[src/rtl/core_pkg.sv]
`default_nettype none
// ============================================================================
// Module   : core_pkg
// Purpose  : Shared widths, funct3 load/store encodings, sequencer state enum
//            and lane helpers for the memory writeback unit.
// Revision : 1.0
// ============================================================================
package core_pkg;

    localparam int XLEN  = 32;
    localparam int REG_W = 5;
    localparam int TMO_W = 8;

    localparam logic [2:0] F3_B  = 3'b000;
    localparam logic [2:0] F3_H  = 3'b001;
    localparam logic [2:0] F3_W  = 3'b010;
    localparam logic [2:0] F3_BU = 3'b100;
    localparam logic [2:0] F3_HU = 3'b101;

    typedef enum logic [1:0] {
        S_IDLE = 2'd0,
        S_REQ  = 2'd1,
        S_WB   = 2'd2,
        S_FIN  = 2'd3
    } state_e;

    // Loads reject 011/11x; stores reject anything above SW.
    function automatic logic f3_illegal(input logic is_load, input logic [2:0] f3);
        if (is_load) begin
            return (f3 == 3'b011) || (f3[2:1] == 2'b11);
        end
        return f3 > F3_W;
    endfunction

    function automatic logic misaligned(input logic [1:0] sz, input logic [1:0] lo);
        case (sz)
            2'b01:   return lo[0];
            2'b10:   return lo != 2'b00;
            default: return 1'b0;
        endcase
    endfunction

    function automatic logic [3:0] access_be(input logic [1:0] sz, input logic [1:0] lo);
        case (sz)
            2'b00:   return 4'b0001 << lo;
            2'b01:   return lo[1] ? 4'b1100 : 4'b0011;
            default: return 4'b1111;
        endcase
    endfunction

    function automatic logic [XLEN-1:0] lane_replicate(input logic [1:0] sz,
                                                       input logic [XLEN-1:0] d);
        case (sz)
            2'b00:   return {4{d[7:0]}};
            2'b01:   return {2{d[15:0]}};
            default: return d;
        endcase
    endfunction

endpackage
`default_nettype wire

[src/rtl/load_aligner.sv]
`default_nettype none
// ============================================================================
// Module   : load_aligner
// Purpose  : Combinational lane select plus sign/zero extension of a read word.
// Revision : 1.0
// ============================================================================
module load_aligner
    import core_pkg::*;
(
    input  logic [XLEN-1:0] rdata_i,
    input  logic [1:0]      addr_lo_i,
    input  logic [2:0]      funct3_i,
    output logic [XLEN-1:0] data_o
);

    logic [7:0]  w_byte;
    logic [15:0] w_half;

    always_comb begin
        case (addr_lo_i)
            2'b00:   w_byte = rdata_i[7:0];
            2'b01:   w_byte = rdata_i[15:8];
            2'b10:   w_byte = rdata_i[23:16];
            default: w_byte = rdata_i[31:24];
        endcase
    end

    // Halfword lane ignores addr[0] so a misaligned LH truncates to its half.
    assign w_half = addr_lo_i[1] ? rdata_i[31:16] : rdata_i[15:0];

    always_comb begin
        case (funct3_i)
            F3_B:    data_o = {{24{w_byte[7]}}, w_byte};
            F3_H:    data_o = {{16{w_half[15]}}, w_half};
            F3_BU:   data_o = {24'd0, w_byte};
            F3_HU:   data_o = {16'd0, w_half};
            default: data_o = rdata_i;
        endcase
    end

endmodule
`default_nettype wire

[src/rtl/mem_writeback_unit.sv]
`default_nettype none
// ============================================================================
// Module   : mem_writeback_unit
// Purpose  : Load/store sequencer between execute and data memory with
//            register-bank writeback. Option macro: MISALIGN_TRAP_EN.
// Revision : 1.0
// ============================================================================
module mem_writeback_unit
    import core_pkg::*;
#(
    parameter int unsigned TIMEOUT_CYCLES = 16
) (
    input  logic             stage_clk,
    input  logic             reset_n,
    input  logic             start,
    input  logic             is_load,
    input  logic [2:0]       funct3,
    input  logic [XLEN-1:0]  addr,
    input  logic [XLEN-1:0]  store_data,
    input  logic [REG_W-1:0] rd,
    output logic             busy,
    output logic             done,
    output logic             err,
    output logic             mem_req,
    output logic             mem_we,
    output logic [XLEN-1:0]  mem_addr,
    output logic [XLEN-1:0]  mem_wdata,
    output logic [3:0]       mem_be,
    input  logic             mem_ack,
    input  logic [XLEN-1:0]  mem_rdata,
    output logic [REG_W-1:0] wb_rd,
    output logic [XLEN-1:0]  wb_data,
    output logic             save_from_memory
);

    localparam logic [TMO_W-1:0] TMO_LIMIT = TMO_W'(TIMEOUT_CYCLES);

    state_e             state_q;
    logic               is_load_q;
    logic [2:0]         funct3_q;
    logic [1:0]         addr_lo_q;
    logic [REG_W-1:0]   rd_q;
    logic [TMO_W-1:0]   cnt_q;
    logic [TMO_W-1:0]   cnt_d;
    logic               done_q;
    logic               err_q;
    logic               mem_req_q;
    logic               mem_we_q;
    logic [XLEN-1:0]    mem_addr_q;
    logic [XLEN-1:0]    mem_wdata_q;
    logic [3:0]         mem_be_q;
    logic [REG_W-1:0]   wb_rd_q;
    logic [XLEN-1:0]    wb_data_q;
    logic               save_q;

    logic [XLEN-1:0]    w_ext;
    logic               w_abort;

    load_aligner u_load_aligner (
        .rdata_i   (mem_rdata),
        .addr_lo_i (addr_lo_q),
        .funct3_i  (funct3_q),
        .data_o    (w_ext)
    );

`ifdef MISALIGN_TRAP_EN
    assign w_abort = f3_illegal(is_load, funct3) || misaligned(funct3[1:0], addr[1:0]);
`else
    assign w_abort = f3_illegal(is_load, funct3);
`endif

    assign cnt_d = cnt_q + TMO_W'(1);

    always_ff @(posedge stage_clk or negedge reset_n) begin
        if (!reset_n) begin
            state_q     <= S_IDLE;
            is_load_q   <= 1'b0;
            funct3_q    <= 3'd0;
            addr_lo_q   <= 2'd0;
            rd_q        <= '0;
            cnt_q       <= '0;
            done_q      <= 1'b0;
            err_q       <= 1'b0;
            mem_req_q   <= 1'b0;
            mem_we_q    <= 1'b0;
            mem_addr_q  <= '0;
            mem_wdata_q <= '0;
            mem_be_q    <= 4'd0;
            wb_rd_q     <= '0;
            wb_data_q   <= '0;
            save_q      <= 1'b0;
        end else begin
            done_q <= 1'b0;
            err_q  <= 1'b0;
            save_q <= 1'b0;
            case (state_q)
                S_IDLE: begin
                    if (start) begin
                        is_load_q <= is_load;
                        funct3_q  <= funct3;
                        addr_lo_q <= addr[1:0];
                        rd_q      <= rd;
                        cnt_q     <= '0;
                        if (w_abort) begin
                            state_q <= S_FIN;
                            done_q  <= 1'b1;
                            err_q   <= 1'b1;
                        end else begin
                            state_q     <= S_REQ;
                            mem_req_q   <= 1'b1;
                            mem_we_q    <= !is_load;
                            mem_addr_q  <= {addr[XLEN-1:2], 2'b00};
                            mem_be_q    <= access_be(funct3[1:0], addr[1:0]);
                            mem_wdata_q <= is_load ? '0 : lane_replicate(funct3[1:0], store_data);
                        end
                    end
                end
                S_REQ: begin
                    // mem_req drops one cycle before the abort so FIN lands at T+2.
                    if (cnt_q == TMO_LIMIT) begin
                        state_q     <= S_FIN;
                        done_q      <= 1'b1;
                        err_q       <= 1'b1;
                        mem_req_q   <= 1'b0;
                        mem_we_q    <= 1'b0;
                        mem_addr_q  <= '0;
                        mem_wdata_q <= '0;
                        mem_be_q    <= 4'd0;
                    end else if (mem_ack) begin
                        mem_req_q   <= 1'b0;
                        mem_we_q    <= 1'b0;
                        mem_addr_q  <= '0;
                        mem_wdata_q <= '0;
                        mem_be_q    <= 4'd0;
                        if (is_load_q) begin
                            state_q   <= S_WB;
                            wb_rd_q   <= rd_q;
                            wb_data_q <= w_ext;
                            save_q    <= (rd_q != '0);
                        end else begin
                            state_q <= S_FIN;
                            done_q  <= 1'b1;
                        end
                    end else begin
                        cnt_q <= cnt_d;
                        if (cnt_d == TMO_LIMIT) begin
                            mem_req_q <= 1'b0;
                        end
                    end
                end
                S_WB: begin
                    state_q <= S_FIN;
                    done_q  <= 1'b1;
                end
                S_FIN: begin
                    state_q <= S_IDLE;
                end
                default: begin
                    state_q <= S_IDLE;
                end
            endcase
        end
    end

    assign busy             = (state_q != S_IDLE);
    assign done             = done_q;
    assign err              = err_q;
    assign mem_req          = mem_req_q;
    assign mem_we           = mem_we_q;
    assign mem_addr         = mem_addr_q;
    assign mem_wdata        = mem_wdata_q;
    assign mem_be           = mem_be_q;
    assign wb_rd            = wb_rd_q;
    assign wb_data          = wb_data_q;
    assign save_from_memory = save_q;

endmodule
`default_nettype wire

[config.mk]
export PLATFORM = sky130hd
export DESIGN_NAME = mem_writeback_unit
export DESIGN_NICKNAME = d
export VERILOG_FILES = /design/src/rtl/core_pkg.sv /design/src/rtl/load_aligner.sv /design/src/rtl/mem_writeback_unit.sv
export SDC_FILE = /design/constraint.sdc
export NUM_CORES = 1
export LEC_CHECK = 0
export ABC_CLOCK_PERIOD_IN_PS = 5450
export BUFFER_PORTS_ARGS = -buffer_cell sky130_fd_sc_hd__buf_2
export CORE_MARGIN = 2
export CORE_UTILIZATION = 54
export DETAILED_ROUTE_END_ITERATION = 8
export GPL_ROUTABILITY_DRIVEN = 0
export PLACE_DENSITY_LB_ADDON = 0.25
export SYNTH_ARGS = -nofsm -noshare
export SYNTH_HDL_FRONTEND = slang
export SYNTH_SLANG_ARGS = --single-unit
export TNS_END_PERCENT = 20
[constraint.sdc]
create_clock -name stage_clk -period 5.45 [get_ports stage_clk]
set_clock_uncertainty 0.05 [all_clocks]
set_input_delay 1.09 -clock stage_clk [delete_from_list [all_inputs] [get_ports stage_clk]]
set_output_delay 1.09 -clock stage_clk [all_outputs]
set_load 0.1 [all_outputs]
# Yosys cells after proc, flatten, opt, wreduce, memory -nomap -nowiden
# Index checks and enable logic that the tools add are counted.
# classes
n_lt_le_gt_ge	1
shift	1
muxes	56
n_reduce_logical	15
n_eq_ne	19
bitwise_logic	1
add_sub_neg	1
# ops
cell	n
32-bit two-way mux	7
32-bit case mux with 2 select lines	3
32-bit case mux with 4 select lines	1
8-bit two-way mux	3
8-bit case mux with 3 select lines	1
1-bit two-way mux	23
4-bit two-way mux	5
8-bit by 5-bit == test with 1-bit output, second input constant	2
16-bit two-way mux	1
4-bit case mux with 2 select lines	2
8-bit case mux with 2 select lines	1
4-bit AND reduction	4
8-bit by 1-bit adder with 8-bit output, second input constant	1
2-bit == test, second input constant	4
2-bit two-way mux	4
2-bit != test, second input constant	4
2-bit case mux with 4 select lines	1
2-bit by 1-bit == test with 1-bit output, second input constant	3
3-bit == test, second input constant	2
2-bit zero test	3
1-bit case mux with 2 select lines	3
5-bit nonzero test	1
4-bit != test, second input constant	1
2-bit AND reduction	2
other kinds (11)	12
# totals
input_bits	109
output_inout_bits	111
word_cells	110
ff_bits	131

# Logic depth before layout (Yosys ltp)
# logic_depth
depth_word	7
ltp_mapped	10
mapped_depth_nobuf	6

# By module
# A second synthesis with hierarchy kept.
# hier_totals
hier_cells	557
hier_area_um2	6242.2
# by_module_without_submodules
module	seq_area_each_um2	area_each_um2	cells_per_inst	n_inst
mem_writeback_unit	3228.1	5519.0	426	1
load_aligner	0.0	723.2	131	1

# Worst setup path after synthesis
# No wires, ideal clock.
# synth_timing
kind	reg-to-output
start	register state_q[0]
end	output busy
arrival_ns	1.380
path_stages_with_launch	5
setup_slack_ns	2.930
path_cell_list	dfrtp_1 > inv_1 > ha_1 > buf_2 > inv_1
# synth_between
elab_chain_cells	1
# synth_lines
item	line_no	text
start: declaration	mem_writeback_unit.sv:38	state_e state_q;
start signal: assignment	mem_writeback_unit.sv:76	state_q <= S_IDLE;
start signal: assignment	mem_writeback_unit.sv:105	state_q <= S_FIN;
start signal: assignment	mem_writeback_unit.sv:109	state_q <= S_REQ;
2-bit nonzero test	mem_writeback_unit.sv:165	assign busy = (state_q != S_IDLE);
end: declaration	mem_writeback_unit.sv:21	output logic busy,
# No other way between the ends.

# Final worst setup path
# layout_timing
start	input funct3[1]
end	register mem_addr_q[27] (netlist: mem_addr[27])
# layout_between
elab_chain_cells	6
# layout_lines
item	line_no	text
start: declaration	mem_writeback_unit.sv:17	input logic [2:0] funct3,
3-bit by 2-bit == test with 1-bit output / 2-bit == test (equally long branches)	core_pkg.sv:30	return (f3 == 3'b011) || (f3[2:1] == 2'b11);
1-bit logical OR	core_pkg.sv:30	
1-bit two-way mux	core_pkg.sv:29	if (is_load) begin
1-bit two-way mux (*)	core_pkg.sv:32	return f3 > F3_W;
2-bit != test (no source line) (*)	n/a	
4-bit AND reduction (no source line) (*)	n/a	
end signal: assignment	mem_writeback_unit.sv:112	mem_addr_q <= {addr[XLEN-1:2], 2'b00};
end: declaration	mem_writeback_unit.sv:49	logic [XLEN-1:0] mem_addr_q;
# Every way passes the cells marked *; elsewhere a longest branch is shown, timed or not. The select of a mux whose other input is x is not followed.
# A chain may end at the register's enable or synchronous reset.

==> flow_metrics.tcl <==
set metrics [dict create \
    status "finished, final reports clean" \
    yosysSeqAreaShare_pct 53.85 \
    postCtsHoldBufs 0 \
    timing.final.crit_period_ps 3046 \
    rsz0062_at_grt "no" \
    report.final.slew_viol_count 0 \
    timing_worst_setup_path_type "input port to flip-flop" \
    endpoint_kind "flip-flop" \
    first_global_vias 4855 \
    grt-ovfl-total 0 \
    drt_iter0_markers 326 \
    dp_hpwl_um 11030 \
    async_flop_share_pct 100.0 \
    clk_latency_ps 510 \
    drive_gt1_share_pct 37.38 \
    min_to "mem_wdata[18]" \
    clkSlewWorstSetupHoldPaths_ps 60 \
    yosysWarnings 0 \
    clockBufferDepth 2 \
    min_period_over_period_pct 55.90 \
    arrival_ps 3440 \
    grt_pass1_wl_um 24260 \
    fp.dieW_um 109.4 \
    vias 5083 \
    dpl_cell_area_sq_mm 0.007121 \
    fp.dieH_um 109.4 \
    finalInstanceArea_sq_mm 0.007745 \
    nNetsFinal 851 \
    grt_max_degree 71 \
    fp.coreArea_sq_mm 0.01084 \
    synthCells 535 \
    antenna_cells 0 \
    track_usage_pct 26.25 \
    start_util_pct 55.30 \
    cts_root_buffer "clkbuf_8" \
    cts_setup_buffers 0 \
    rr_worst_depth 7 \
    setup_violations 0 \
    synthesis.area_sq_mm 0.005994 \
    min_path_type "flip-flop to flip-flop" \
    wirelength_um 15750 \
    worst_pin_slew_ps 1031 \
    holdPathStages 1 \
    drc_errors 0 \
    critPathRequiredTime_ps 5840 \
    antenna_left 0 \
    holdCritStartpoint "mem_wdata[18]" \
    vias_per_cell 5.718 \
    firstDrtPassIters 7 \
    port_buffers 217 \
    fp-row-count 38 \
    die-area_sq_mm 0.01196 \
    wl_per_cell_um 17.71 \
    cap_violations 0 \
    tritoncts "built" \
    slew_headroom_pct 30.84 \
    fin_tns_setup_ps 0 \
    synthFlopType "dfrtp_1" \
    area_delta_synth_final_pct 29.20 \
    htreeDepth 4 \
    crit_fanout 42 \
    r2r_start "state_q[0]" \
    cts_sinks 129 \
    cts_resized 0 \
    synth_edf_count 0 \
    final_common_cell "buf_2" \
    maxClockFrequency_mhz 328.3 \
    startpoint_type "input port" \
    ioPinCount 220 \
    rrSetupSlack_ps 2560 \
    synth_seq_cells 129 \
    reg2reg_to "mem_addr[27]" \
    antenna_found_initial 0 \
    avgSynthCellArea_sq_um 11.20 \
    numCtsBuffers 17 \
    layout_common_cells "buf_2, dfrtp_1, a22o_1" \
    hold_violations 0 \
    ys_types 56 \
]
## Yosys cell counts (4+ instances only)
cell       instances  area share (%)
inv_1             12            0.75
and3b_1            4            0.58
o2bb2ai_1         12             1.8
a22oi_1            7            0.88
buf_2              4            0.33
nand3_1            5            0.42
mux2i_1           26             4.3
a21oi_1           15             1.3
ha_1               6             1.3
nand2b_1          19             2.0
dfrtp_1          129              54
mux2_2            19             3.6
a22o_1            60             8.8
nand2_1           39             2.4
nor2b_1            7            0.73
o21ai_0           18             1.5
clkbuf_1          25             1.6
nor2_1            33             2.1
buf_1              5            0.31
o21a_1             4            0.50
a21o_1             4            0.50
a31oi_1           30             3.1
o211ai_1           7            0.88
## worst max-delay path by stage
stage | slack (ps) | startpoint | end | depth (start not counted)
6_report | 2400 | funct3[1] | mem_addr[27] | 6
5_1_grt | 2210 | funct3[1] | mem_addr[15] | 6
4_1_cts | 2410 | state_q[0] | busy | 4
3_5_place_dp | 1910 | funct3[1] | mem_addr[27] | 6
3_3_place_gp | 1980 | funct3[1] | mem_addr[10] | 6
2_1_floorplan | 2930 | state_q[0] | busy | 4
## cell families (layout without fill, tap and decap cells)
kind of cell / Yosys count / in the layout / share of synthesized area, %
compound gates: 178 / 178 / 22.25
flops: 129 / 129 / 53.85
simple gates: 122 / 122 / 10.29
buf+inv: 52 / 265 / 3.861
mux: 46 / 46 / 8.286
fa+ha+maj: 6 / 6 / 1.252
other cells: 1 / 2 / 0.06256
xor+xnor: 1 / 1 / 0.1461
## layout make-up
class                   instances  area [sq um]
flip-flops and latches        129          3228
fillers                       797          3095
multi-input cells             355          2550
repair buffers                221          1122
clock buffers                  19         441.7
clock inverters                13         182.7
well taps                     140         175.2
inverters                      12         45.04
## per-stage QoR
step | instances | hold WS, ps | setup slack, ps | util, %
2_1_floorplan | 536 | 424.4 | 2930 | -
3_3_place_gp | 857 | 418.4 | 1984 | 65.69
6_report | 889 | 435.6 | 2404 | 71.45
4_1_cts | 889 | 446.3 | 2410 | 71.45
3_5_place_dp | 857 | 418.1 | 1907 | 65.69
5_1_grt | 889 | 461.5 | 2215 | 71.45
## state kept, by name, indices dropped and copies added, names as in the netlist, 2 cells and up
name / flops
mem_wdata: 32
wb_data: 32
mem_addr: 30
cnt_q: 8
rd_q: 5
wb_rd: 5
mem_be: 4
funct3_q: 3
addr_lo_q: 2
state_q: 2
## critical path: stages
cell	delay, ps
buf_2	480
nor2b_1	180
o211ai_1	360
or2_2	710
buf_4	400
a22o_1	200
## routing by layer
layer	share of wire [%]	vias to the layer above	track usage (%)
met5	0	-	0
met3	7.9	27	6.402
li1	-	2374	-
met2	48	238	40.70
met4	2.0	0	9.584
met1	42	2444	36.07
Power is left out: the tool's default activity adds up to more than one toggle a clock period on the data nets, which glitch-free logic cannot reach.
